$ cat src/rtl/id_pkg.sv
// Shared CPU definitions: ALU operation codes and RV32 opcode/funct constants
// used by the decode stage and the execute stage.
package id_pkg;

    typedef enum logic [2:0] {
        ALU_ADD = 3'd0,
        ALU_SUB = 3'd1,
        ALU_AND = 3'd2,
        ALU_OR  = 3'd3,
        ALU_XOR = 3'd4,
        ALU_SLL = 3'd5,
        ALU_SRL = 3'd6,
        ALU_SLT = 3'd7
    } aluop_e;

    localparam logic [6:0] OPC_OP     = 7'b0110011;
    localparam logic [6:0] OPC_OP_IMM = 7'b0010011;
    localparam logic [6:0] OPC_LUI    = 7'b0110111;
    localparam logic [6:0] OPC_AUIPC  = 7'b0010111;

    localparam logic [2:0] F3_ADD  = 3'b000;
    localparam logic [2:0] F3_SLL  = 3'b001;
    localparam logic [2:0] F3_SLT  = 3'b010;
    localparam logic [2:0] F3_SLTU = 3'b011;
    localparam logic [2:0] F3_XOR  = 3'b100;
    localparam logic [2:0] F3_SR   = 3'b101;
    localparam logic [2:0] F3_OR   = 3'b110;
    localparam logic [2:0] F3_AND  = 3'b111;

    localparam logic [6:0] F7_ZERO = 7'b0000000;
    localparam logic [6:0] F7_ALT  = 7'b0100000;

    // funct3 to ALU operation, shared by register and immediate forms
    function automatic aluop_e funct3_to_aluop(input logic [2:0] funct3);
        aluop_e op;
        case (funct3)
            F3_ADD:  op = ALU_ADD;
            F3_SLL:  op = ALU_SLL;
            F3_SLT:  op = ALU_SLT;
            F3_XOR:  op = ALU_XOR;
            F3_SR:   op = ALU_SRL;
            F3_OR:   op = ALU_OR;
            F3_AND:  op = ALU_AND;
            default: op = ALU_ADD;
        endcase
        return op;
    endfunction

endpackage

$ cat src/rtl/id_dec.sv
// Combinational instruction decoder: register addresses, ALU operation,
// immediate, operand selects and illegal-instruction detection.
module id_dec #(
    parameter int XLEN    = 32,
    parameter int ALUOP_W = 3
) (
    input  logic [XLEN-1:0]    instr,
    output logic [4:0]         rs1_addr,
    output logic [4:0]         rs2_addr,
    output logic [4:0]         rd,
    output logic [ALUOP_W-1:0] aluop,
    output logic [XLEN-1:0]    imm,
    output logic               pc_en,
    output logic               imm_en,
    output logic               illegal
);
    import id_pkg::*;

    logic [6:0]      opcode_s;
    logic [2:0]      funct3_s;
    logic [6:0]      funct7_s;
    aluop_e          aluop_s;
    logic [XLEN-1:0] imm_s;
    logic            pc_en_s;
    logic            imm_en_s;
    logic            illegal_s;

    assign opcode_s = instr[6:0];
    assign funct3_s = instr[14:12];
    assign funct7_s = instr[31:25];
    assign rs2_addr = instr[24:20];

    // Raw decode of the supported RV32I integer subset
    always_comb begin
        aluop_s   = ALU_ADD;
        imm_s     = '0;
        pc_en_s   = 1'b0;
        imm_en_s  = 1'b0;
        illegal_s = 1'b0;
        rs1_addr  = instr[19:15];
        case (opcode_s)
            OPC_OP: begin
                if (funct3_s == F3_SLTU) begin
                    illegal_s = 1'b1;
                end else if (funct3_s == F3_ADD && funct7_s == F7_ALT) begin
                    aluop_s = ALU_SUB;
                end else if (funct7_s != F7_ZERO) begin
                    illegal_s = 1'b1;
                end else begin
                    aluop_s = funct3_to_aluop(funct3_s);
                end
            end
            OPC_OP_IMM: begin
                imm_en_s = 1'b1;
                if (funct3_s == F3_SLTU) begin
                    illegal_s = 1'b1;
                end else if (funct3_s == F3_SLL || funct3_s == F3_SR) begin
                    // shift immediates carry a funct7 field; only logical shifts exist here
                    if (funct7_s != F7_ZERO) begin
                        illegal_s = 1'b1;
                    end else begin
                        aluop_s = funct3_to_aluop(funct3_s);
                        imm_s   = XLEN'(instr[24:20]);
                    end
                end else begin
                    aluop_s = funct3_to_aluop(funct3_s);
                    imm_s   = XLEN'($signed(instr[31:20]));
                end
            end
            OPC_LUI: begin
                rs1_addr = 5'd0;
                imm_en_s = 1'b1;
                imm_s    = XLEN'($signed({instr[31:12], 12'h000}));
            end
            OPC_AUIPC: begin
                pc_en_s  = 1'b1;
                imm_en_s = 1'b1;
                imm_s    = XLEN'($signed({instr[31:12], 12'h000}));
            end
            default: begin
                illegal_s = 1'b1;
            end
        endcase
    end

    // Illegal words become an ADD to x0 so ex sees a harmless no-op
    always_comb begin
        illegal = illegal_s;
        if (illegal_s) begin
            aluop  = ALUOP_W'(ALU_ADD);
            imm    = '0;
            pc_en  = 1'b0;
            imm_en = 1'b0;
            rd     = 5'd0;
        end else begin
            aluop  = ALUOP_W'(aluop_s);
            imm    = imm_s;
            pc_en  = pc_en_s;
            imm_en = imm_en_s;
            rd     = instr[11:7];
        end
    end

endmodule

$ cat src/rtl/id.sv
// Decode stage: single output register slice between fetch and ex, holding
// the decoded operand bundle, a sticky illegal flag and an accept counter.
module id #(
    parameter int XLEN    = 32,
    parameter int ALUOP_W = 3
) (
    input  logic               en,
    input  logic               rst,
    input  logic               in_valid,
    output logic               in_ready,
    input  logic [XLEN-1:0]    in_instr,
    input  logic [XLEN-1:0]    in_pc,
    input  logic               flush,
    output logic [4:0]         rs1_addr,
    output logic [4:0]         rs2_addr,
    input  logic [XLEN-1:0]    rs1_data,
    input  logic [XLEN-1:0]    rs2_data,
    output logic               out_valid,
    input  logic               out_ready,
    output logic [XLEN-1:0]    pc,
    output logic [XLEN-1:0]    reg_1,
    output logic [XLEN-1:0]    reg_2,
    output logic [XLEN-1:0]    imm,
    output logic [ALUOP_W-1:0] aluop,
    output logic               pc_en,
    output logic               imm_en,
    output logic [4:0]         rd,
    output logic               illegal,
    output logic [15:0]        dec_count
);
    import id_pkg::*;

    logic [ALUOP_W-1:0] dec_aluop_s;
    logic [XLEN-1:0]    dec_imm_s;
    logic               dec_pc_en_s;
    logic               dec_imm_en_s;
    logic               dec_illegal_s;
    logic [4:0]         dec_rd_s;
    logic               accept_s;

    logic               out_valid_d, out_valid_q;
    logic [XLEN-1:0]    pc_d, pc_q;
    logic [XLEN-1:0]    reg_1_d, reg_1_q;
    logic [XLEN-1:0]    reg_2_d, reg_2_q;
    logic [XLEN-1:0]    imm_d, imm_q;
    logic [ALUOP_W-1:0] aluop_d, aluop_q;
    logic               pc_en_d, pc_en_q;
    logic               imm_en_d, imm_en_q;
    logic [4:0]         rd_d, rd_q;
    logic               illegal_d, illegal_q;
    logic [15:0]        dec_count_d, dec_count_q;

    id_dec #(
        .XLEN    (XLEN),
        .ALUOP_W (ALUOP_W)
    ) u_dec (
        .instr    (in_instr),
        .rs1_addr (rs1_addr),
        .rs2_addr (rs2_addr),
        .rd       (dec_rd_s),
        .aluop    (dec_aluop_s),
        .imm      (dec_imm_s),
        .pc_en    (dec_pc_en_s),
        .imm_en   (dec_imm_en_s),
        .illegal  (dec_illegal_s)
    );

    assign in_ready = !out_valid_q || out_ready;
    assign accept_s = in_valid && in_ready && !flush;

    // Next state of the output slice; flush has priority over both handshakes
    always_comb begin
        out_valid_d = out_valid_q;
        pc_d        = pc_q;
        reg_1_d     = reg_1_q;
        reg_2_d     = reg_2_q;
        imm_d       = imm_q;
        aluop_d     = aluop_q;
        pc_en_d     = pc_en_q;
        imm_en_d    = imm_en_q;
        rd_d        = rd_q;
        illegal_d   = illegal_q;
        dec_count_d = dec_count_q;
        if (flush) begin
            out_valid_d = 1'b0;
        end else if (accept_s) begin
            out_valid_d = 1'b1;
            pc_d        = in_pc;
            reg_1_d     = rs1_data;
            reg_2_d     = rs2_data;
            imm_d       = dec_imm_s;
            aluop_d     = dec_aluop_s;
            pc_en_d     = dec_pc_en_s;
            imm_en_d    = dec_imm_en_s;
            rd_d        = dec_rd_s;
            illegal_d   = illegal_q | dec_illegal_s;
            dec_count_d = dec_count_q + 16'd1;
        end else if (out_ready) begin
            out_valid_d = 1'b0;
        end else begin
            out_valid_d = out_valid_q;
        end
    end

    // Output slice registers, cleared asynchronously by rst
    always_ff @(posedge en or negedge rst) begin
        if (!rst) begin
            out_valid_q <= 1'b0;
            pc_q        <= '0;
            reg_1_q     <= '0;
            reg_2_q     <= '0;
            imm_q       <= '0;
            aluop_q     <= '0;
            pc_en_q     <= 1'b0;
            imm_en_q    <= 1'b0;
            rd_q        <= 5'd0;
            illegal_q   <= 1'b0;
            dec_count_q <= 16'd0;
        end else begin
            out_valid_q <= out_valid_d;
            pc_q        <= pc_d;
            reg_1_q     <= reg_1_d;
            reg_2_q     <= reg_2_d;
            imm_q       <= imm_d;
            aluop_q     <= aluop_d;
            pc_en_q     <= pc_en_d;
            imm_en_q    <= imm_en_d;
            rd_q        <= rd_d;
            illegal_q   <= illegal_d;
            dec_count_q <= dec_count_d;
        end
    end

    assign out_valid = out_valid_q;
    assign pc        = pc_q;
    assign reg_1     = reg_1_q;
    assign reg_2     = reg_2_q;
    assign imm       = imm_q;
    assign aluop     = aluop_q;
    assign pc_en     = pc_en_q;
    assign imm_en    = imm_en_q;
    assign rd        = rd_q;
    assign illegal   = illegal_q;
    assign dec_count = dec_count_q;

endmodule

$ cat config.mk
export PLATFORM = sky130hd
export DESIGN_NAME = id
export DESIGN_NICKNAME = d
export VERILOG_FILES = /design/src/rtl/id_pkg.sv /design/src/rtl/id_dec.sv /design/src/rtl/id.sv
export SDC_FILE = /design/constraint.sdc
export NUM_CORES = 1
export LEC_CHECK = 0
export CAP_MARGIN = 20
export CORE_MARGIN = 4
export CORE_UTILIZATION = 47
export CTS_BUF_LIST = sky130_fd_sc_hd__clkbuf_16
export DETAILED_ROUTE_END_ITERATION = 10
export PLACE_DENSITY = 0.87
export RECOVER_POWER = 25
export SYNTH_ARGS = -nofsm -noshare
export SYNTH_HDL_FRONTEND = slang
export SYNTH_HIERARCHICAL = 1
export SYNTH_SLANG_ARGS = --single-unit
$ cat constraint.sdc
create_clock -name en -period 3 [get_ports en]
set_clock_uncertainty 0.15 [all_clocks]
set_input_delay 0.45 -clock en [delete_from_list [all_inputs] [get_ports en]]
set_output_delay 0.45 -clock en [all_outputs]
set_load 0.02 [all_outputs]
==> flow_summary.toml, run 1 <==
[timing]
fin_setup_tns_ns = 0
rsz0062_at_grt = "false"
hold_viol = 0
slew_headroom = -0.332
post-route-min-period_ns = 2.83
final-max-slew-violation-count = 78
fmax_mhz = 354
worstMarginPinSlew_ns = 2.00
fin_crit_sh = 0.942
setup_viol = 0

[route]
final_antenna_net_count = 0
routedWlPerCell_um = 20.4
drt-vias-per-instance = 5.09
first_pass_iters = 4
drt_wl_total_mm = 19.4
num_vias = 4848
drc_errors = 0
first_iter_violations = 165

[worst_setup_path]
cpMostUsedCell = "clkdlybuf4s50_1"
r2r-start = "out_valid"
crit_slowest_cell = "clkdlybuf4s50_1"
crit_fanout = 5
crit_path_cell_trace = "clkdlybuf4s50_1, and4bb_2, and3_1, nand2_1, and2_1, clkdlybuf4s50_1"
arrival_ns = 2.23
reg2reg_slack_ns = 0.40
regToRegEndpoint = "pc[16]"
critPathKind = "primary input to output port"
crit_family = "buffers and inverters"
endpoint_kind = "output port"
cp_num_buf_inv = 2
cp-endpoint = "rs1_addr[3]"
slowest_delay_ns = 0.61
required_ns = 2.40
start_kind = "primary input"
startpoint = "in_instr[6]"
cp_num_cells = 6
r2r_cells = 4

[yosys]
synth_top_flop_cell = "dfrtp_1"
synth_compound_area_frac = 0.0382
async_reset_ff_frac = 1.00
ys_warn_count = 6
synth_area_um2 = 7210
synthAdderAreaFrac = 0.00174
syn_nets = 582
synth-xor-area-share = 0.0194
ys_types = 45
ys_seq_area_frac = 0.542
synth_top_family_by_area = "multiplexers"
synthSimpleGateAreaFrac = 0.0627
ys_seq_elements = 156
avgSynthCellArea_um2 = 16.1
syn_inst = 448
muxShareOfSynthArea = 0.287
synth_edf_count = 0

[clocking]
clock_path_buffers = 2
clk-insertion-delay-late_ns = 0.42
post_cts_buffers = 0
cts-root-buf = "clkbuf_16"
post_cts_resized = 0
ctsHtreeMaxLevel = 4
path_clk_slew_ns = 0.06
cts-buffers-inserted = 17
cts_tree = "yes"
clkSinkCount = 156

[finish]
area_growth_pct = 49.8
final_layout_size_suffix_gt1_frac = 0.251
fin_nets = 889
fillers = 935
postLayoutCoreUtil = 0.732
mostFrequentLayoutCells = "297 x clkdlybuf4s50_1, 156 x dfrtp_1, 133 x mux2_4"
fin_cells = 953
mostFrequentLayoutCell = "clkdlybuf4s50_1"

[floorplan]
design.core.area_um2 = 14800
io_pins = 300
initial_utilization = 0.488
die_h_um = 132
fp.dieW_um = 132
num_rows = 44
dieArea_um2 = 17400

[power]
p_int_uw = 4500
totalPowerFinal_uw = 6330
p_sw_uw = 1820
clock_power_share = 0.319
p_leak_uw = 0.00489
p_comb_frac = 0.276
power.density_nw_per_um2 = 586
seq_power_share = 0.405
switching_share = 0.288
peakVddDrop_mv = 0.402

[placement]
place_inst = 919
routabilityCongestion = 0.787
portBuffers = 299
dpl.hpwl_mm = 14.5

[outcome]
status = "finished, violations left"
violations = "capacitance limit, slew limit"

[worst_hold_path]
holdCritPathClass = "flip-flop to flip-flop"

[run]
max_cap_viol_count = 1

[global_route]
antenna_found_initial = 1
grt_pass1_wl_mm = 31.0
track_usage = 0.224
grt_overflow = 0
grt_max_degree = 79
grt_pass1_vias = 5338
-- kinds of logic (layout without fill, tap and decap cells) --
group | Yosys count | in the layout
adders and majority gates | 1 | 1
AOI/OAI and AO/OA | 34 | 34
and+or+nand+nor | 72 | 72
buffers and inverters | 30 | 350
other | 0 | 1
DFF | 156 | 156
xor gates and xnor gates | 16 | 16
muxes | 139 | 139
-- how the worst min path moves through the flow --
stage          slack [ns]  cells past startpoint             to     startpoint
3_5_place_dp         0.32                      1  dec_count[15]  dec_count[15]
2_1_floorplan       0.004                      0       aluop[0]            rst
6_report             0.32                      1  dec_count[15]  dec_count[15]
5_1_grt              0.34                      1  dec_count[15]  dec_count[15]
3_3_place_gp         0.30                      1        illegal        illegal
4_1_cts              0.33                      1  dec_count[15]  dec_count[15]
-- cells in the mapped netlist (all sizes together) (2+ instances only) --
cell | count | share of area
buf | 24 | 0.047
nor2 | 9 | 0.0057
clkbuf | 3 | 0.0016
a21o | 21 | 0.022
mux2 | 139 | 0.29
nand3 | 8 | 0.0056
xor2 | 3 | 0.0036
a2111oi | 2 | 0.0035
inv | 3 | 0.0016
or4 | 2 | 0.0031
nand2 | 11 | 0.0057
xnor2 | 13 | 0.016
and2 | 16 | 0.014
and3 | 3 | 0.0026
nand2b | 2 | 0.0028
a21oi | 5 | 0.0035
nand4 | 5 | 0.0043
dfrtp | 156 | 0.54
nor3 | 4 | 0.0043
nor2b | 4 | 0.0045
-- flip-flops by register name, summed over array words and instances (netlist names), 3 cells and up --
name and cells:
reg_1 32, pc 32, rd 5, dec_count 16
reg_2 32, aluop 3, imm 32
-- worst register-to-register path, cell delays in order, from the launching register on --
cell and delay (ns):
dfrtp_1 0.38, nor2b_1 0.19, nor2_1 0.93, buf_4 0.46
mux2_2 0.39
-- area by class of cell --
cell class / count / area (um2) / share of cell area
antenna: 1 / 2.50 / 0.000232
clock buffer: 17 / 425 / 0.0394
clock inverter: 15 / 125 / 0.0116
inverter: 3 / 11.3 / 0.00104
multi-input combinational: 262 / 2920 / 0.271
sequential: 156 / 3900 / 0.362
tap: 184 / 230 / 0.0213
timing repair buffer: 315 / 3170 / 0.294
-- timing repair --
action                                  4_1_cts  5_1_grt
hold buffers                                  1        0
endpoints found under the hold margin        75        0
endpoints found under the setup margin        0        0
-- metal layers --
metal,vias up,wire length [um],GRT usage
met5,-,0,0
met4,0,459,0.0764
met3,31,1180,0.0653
met2,202,10100,0.397
met1,2427,7740,0.261
li1,2188,-,-
-- power groups by stage --
stage,Sequential (uW),Clock (uW),Combinational [uW]
after floorplan,2900,0,545
after global placement,2570,0,1730
after detailed placement,2590,0,1750
after CTS,2560,2050,1770
after global routing,2600,2140,1830
final,2560,2020,1740
-- per-stage QoR --
stage | setup WS [ns] | area (um2) | hold slack (ns)
after floorplan | 0.726 | 7210 | 0.00441
after global placement | 0.222 | 10300 | 0.301
after detailed placement | 0.174 | 10300 | 0.317
after CTS | 0.174 | 10800 | 0.325
after global routing | 0.103 | 10800 | 0.338
final | 0.174 | 10800 | 0.321
(Power assumes the default switching activity.)
==> run 2: changes to the inputs <==
--- a/config.mk
+++ b/config.mk
@@ -6,6 +6,7 @@
 export NUM_CORES = 1
 export LEC_CHECK = 0
 export CAP_MARGIN = 20
+export CORE_ASPECT_RATIO = 2
 export CORE_MARGIN = 4
 export CORE_UTILIZATION = 47
 export CTS_BUF_LIST = sky130_fd_sc_hd__clkbuf_16
==> run 2 against run 1 <==
- the run still ends with capacitance limit, slew limit left
- clock power up 2%
- worst hold slack worse by 0.0096 ns
- worst setup slack got worse by 0.11 ns
- largest power group unchanged
- final cell count grew 1.2%
- sequential share of layout area about the same
- total power increased by 0.73%
- critical endpoint is now rs1_addr[4]
- cell area about the same
- highest routed layer is now met5
==> flow_summary.toml, run 2 (synthesized netlist as in run 1, its figures left out) <==
[global_route]
grt_max_degree = 75
track_usage = 0.237
grt_pass1_vias = 5497
antenna_found_initial = 2
grt_pass1_wl_mm = 31.1
grt_overflow = 0

[clocking]
clock_path_buffers = 2
cts-buffers-inserted = 17
cts-root-buf = "clkbuf_16"
clkSinkCount = 156
cts_tree = "yes"
path_clk_slew_ns = 0.06
clk-insertion-delay-late_ns = 0.42
ctsHtreeMaxLevel = 4
post_cts_resized = 0

[finish]
mostFrequentLayoutCells = "296 x clkdlybuf4s50_1, 156 x dfrtp_1, 129 x mux2_4"
mostFrequentLayoutCell = "clkdlybuf4s50_1"
fin_nets = 889
final_layout_size_suffix_gt1_frac = 0.242
postLayoutCoreUtil = 0.720
fin_area_um2 = 10800
fillers = 953
area_growth_pct = 49.7
fin_cells = 964

[floorplan]
initial_utilization = 0.481
io_pins = 300
dieArea_um2 = 17500
die_h_um = 183
design.core.area_um2 = 15000
num_rows = 63
fp.dieW_um = 95.6

[route]
drc_errors = 0
final_antenna_net_count = 0
drt-vias-per-instance = 5.15
first_pass_iters = 5
first_iter_violations = 105
num_vias = 4962
routedWlPerCell_um = 21.5
drt_wl_total_mm = 20.7

[worst_setup_path]
r2r-start = "out_valid"
crit_family = "buffers and inverters"
required_ns = 2.40
crit_fanout = 5
crit_path_cell_trace = "clkdlybuf4s50_1, and4bb_2, and3_1, nand2_1, and2_1, clkdlybuf4s50_1"
arrival_ns = 2.33
startpoint = "in_instr[3]"
cpMostUsedCell = "clkdlybuf4s50_1"
slowest_delay_ns = 0.62
start_kind = "primary input"
crit_slowest_cell = "clkdlybuf4s50_1"
cp_num_buf_inv = 2
endpoint_kind = "output port"
critPathKind = "primary input to output port"

[power]
power.density_nw_per_um2 = 591
peakVddDrop_mv = 0.458
p_leak_uw = 0.00487

[placement]
dpl.hpwl_mm = 15.2
place_inst = 930
routabilityCongestion = 0.854
dpl-instance-area_um2 = 10300
portBuffers = 299

[timing]
post-route-min-period_ns = 2.93
hold_viol = 0
slew_headroom = -0.234
worstMarginPinSlew_ns = 1.85
fin_setup_tns_ns = 0
fmax_mhz = 341
rsz0062_at_grt = "false"
hold_ws_ns = 0.311
fin_crit_sh = 0.978
final-max-slew-violation-count = 75
setup_viol = 0

[worst_hold_path]
holdCritPathClass = "flip-flop to flip-flop"
hp-start = "illegal"

[run]
max_cap_viol_count = 1

[outcome]
violations = "capacitance limit, slew limit"
status = "finished, violations left"
run 2: report_power, final:
group | leakage [uW] | internal [uW] | switching, uW
combinational | 0.00265 | 982 | 768
clock | 0.000275 | 1210 | 850
sequential | 0.00195 | 2370 | 192
run 2: final timing paths:
path                                  to  slack (ns)  cells past startpoint
setup / recovery             rs1_addr[4]        0.07                      6
hold / removal                   illegal        0.31                      1
setup reg to reg                reg_1[0]        0.90                      5
hold reg to reg                  illegal        0.31                      1
max in group asynchronous  dec_count[11]        0.41                      3
min in group asynchronous         imm[0]        0.92                      2
run 2: final cells by class:
cell class / instances / area (um2) / share of cell area
Sequential cell: 156 / 3900 / 0.362
Timing Repair Buffer: 315 / 3160 / 0.293
Multi-Input combinational cell: 262 / 2900 / 0.269
Clock buffer: 17 / 425 / 0.0394
Tap cell: 195 / 244 / 0.0226
Clock inverter: 15 / 135 / 0.0125
Inverter: 3 / 11.3 / 0.00104
Antenna cell: 1 / 2.50 / 0.000232
run 2: per-stage QoR:
stage,power [uW],setup slack (ns)
2_1_floorplan,3440,0.726
3_3_place_gp,4300,0.120
3_5_place_dp,4350,0.0417
4_1_cts,6440,0.0316
5_1_grt,6610,0.00783
6_report,6370,0.0663
run 2: timing repair:
action                                 CTS  global route
hold buffers                             1             0
endpoints found under the hold margin   72             0
buffers inserted                         0             0
run 2: layer usage:
layer  GRT usage  routed length (um)  vias up
met4       0.112                 737        2
met1       0.253                7280     2499
met3      0.0550                1280       44
li1            -                   -     2193
met5           0                  20        -
met2       0.427               11400      224
run 2: worst register-to-register path, stage by stage (launching register included):
cell     delay (ns)
dfrtp_1        0.38
nor2b_1        0.20
nor2_1         0.35
buf_12         0.23
buf_12         0.31
mux2_4         0.39
==> run 3: changes to the inputs <==
--- a/config.mk
+++ b/config.mk
@@ -8,10 +8,10 @@
 export CAP_MARGIN = 20
 export CORE_ASPECT_RATIO = 2
 export CORE_MARGIN = 4
-export CORE_UTILIZATION = 47
+export CORE_UTILIZATION = 43
 export CTS_BUF_LIST = sky130_fd_sc_hd__clkbuf_16
 export DETAILED_ROUTE_END_ITERATION = 10
-export PLACE_DENSITY = 0.87
+export PLACE_DENSITY = 0.8
 export RECOVER_POWER = 25
 export SYNTH_ARGS = -nofsm -noshare
 export SYNTH_HDL_FRONTEND = slang
==> constraint.sdc (replaced) <==
create_clock -name en -period 3.2 [get_ports en]
set_clock_uncertainty 0.15 [all_clocks]
set_input_delay 0.48 -clock en [delete_from_list [all_inputs] [get_ports en]]
set_output_delay 0.48 -clock en [all_outputs]
set_load 0.02 [all_outputs]
==> run 3 against run 2 <==
- the run still ends with capacitance limit, slew limit left
- worst hold slack better by 0.0045 ns
- wire length down 1.4%
- critical path depth unchanged
- sequential power down 6%
- utilization down 5.1 points
- critical path type unchanged
- highest routed layer is now met4
==> flow_summary.toml, run 3 (synthesized netlist as in run 1, its figures left out) <==
[route]
first_pass_iters = 4
final_antenna_net_count = 0
drt_wl_total_mm = 20.4
drc_errors = 0
first_iter_violations = 131
num_vias = 4896
routedWlPerCell_um = 21.0
drt-vias-per-instance = 5.03

[timing]
final-max-slew-violation-count = 64
post-route-min-period_ns = 2.92
slew_headroom = -0.0540
worstMarginPinSlew_ns = 1.58
rsz0062_at_grt = "false"
hold_viol = 0
hold_ws_ns = 0.316
fin_setup_tns_ns = 0
fmax_mhz = 342
fin_crit_sh = 0.912
setup_viol = 0

[floorplan]
io_pins = 300
dieArea_um2 = 19000
fp.dieW_um = 99.5
num_rows = 66
die_h_um = 191
initial_utilization = 0.441
design.core.area_um2 = 16400

[placement]
routabilityCongestion = 0.815
place_inst = 941
portBuffers = 299
dpl.hpwl_mm = 15.3

[worst_setup_path]
crit_fanout = 5
start_kind = "primary input"
endpoint_kind = "output port"
r2r_cells = 4
r2r-start = "out_valid"
regToRegEndpoint = "dec_count[15]"
required_ns = 2.57
arrival_ns = 2.29
critPathKind = "primary input to output port"
reg2reg_slack_ns = 1.13

[global_route]
grt_pass1_wl_mm = 31.4
grt_overflow = 0
antenna_found_initial = 1
track_usage = 0.217
grt_pass1_vias = 5515
grt_max_degree = 65

[finish]
fillers = 1167
fin_nets = 891
mostFrequentLayoutCells = "297 x clkdlybuf4s50_1, 156 x dfrtp_1, 133 x mux2_4"
mostFrequentLayoutCell = "clkdlybuf4s50_1"
seqCellArea_um2 = 3900
multi_input_area_um2 = 2930
area_growth_pct = 51.8
fin_cells = 974
final_layout_size_suffix_gt1_frac = 0.257

[clocking]
clock_path_buffers = 2
clk-insertion-delay-late_ns = 0.42
cts_tree = "yes"
ctsHtreeMaxLevel = 4
cts-root-buf = "clkbuf_16"
cts-buffers-inserted = 17
clkSinkCount = 156
post_cts_buffers = 0
path_clk_slew_ns = 0.06

[power]
p_leak_uw = 0.00494
power.density_nw_per_um2 = 571
totalPowerFinal_uw = 6240
peakVddDrop_mv = 0.398

[worst_hold_path]
min_to = "illegal"
holdCritPathClass = "flip-flop to flip-flop"
hold_depth = 1
hp-start = "illegal"

[outcome]
status = "finished, violations left"
violations = "capacitance limit, slew limit"

[run]
max_cap_viol_count = 1
[run 3: how the worst max path moves through the flow]
stage / startpoint / to / slack (ns) / cells past startpoint
2_1_floorplan: in_instr[13] / illegal / 0.90 / 6
4_1_cts: in_instr[6] / rs1_addr[3] / 0.28 / 6
5_1_grt: in_instr[6] / rs1_addr[4] / 0.20 / 6
6_report: in_instr[6] / rs1_addr[3] / 0.28 / 6
3_5_place_dp: in_instr[6] / rs1_addr[3] / 0.29 / 6
3_3_place_gp: in_instr[6] / rs1_addr[1] / 0.29 / 6
[run 3: layout make-up]
cell class                 count  share of cell area
sequential                   156               0.357
timing repair buffer         317               0.291
multi-input combinational    262               0.268
clock buffer                  17              0.0389
tap                          204              0.0233
clock inverter                14              0.0201
inverter                       3             0.00103
antenna                        1            0.000229
[run 3: repair_timing]
item	in CTS	in global routing
endpoints found under the setup margin	0	0
hold buffers	1	0
gates resized for setup	0	0
hold endpoints to repair	62	0
[run 3: report_power, final]
group          leakage, uW  switching [uW]  total, uW  internal (uW)
registers          0.00195             172       2400           2220
logic              0.00269             721       1650            932
clock network     0.000303             812       2200           1380
total              0.00494            1710       6240           4540
[run 3: metal layers]
metal / vias up / track usage / wire, um
met1: 2475 / 0.231 / 7350
li1: 2188 / - / -
met4: 0 / 0.103 / 771
met3: 40 / 0.0595 / 1100
met5: - / 0 / 0
met2: 193 / 0.390 / 11200
[run 3: worst max-delay path: stages]
cell and delay [ns]:
clkdlybuf4s50_1 0.45, and4bb_2 0.24, and3_1 0.22, nand2_1 0.14, and2_1 0.14, clkdlybuf4s50_1 0.61
[run 3: metrics by stage]
stage	cell area, um2	utilization	worst slack, ns
finish	10900	0.669	0.280
global route	10900	0.669	0.200
CTS	11000	0.670	0.279
detailed placement	10300	0.630	0.287
global placement	10300	0.630	0.290
floorplan	7210	-	0.896
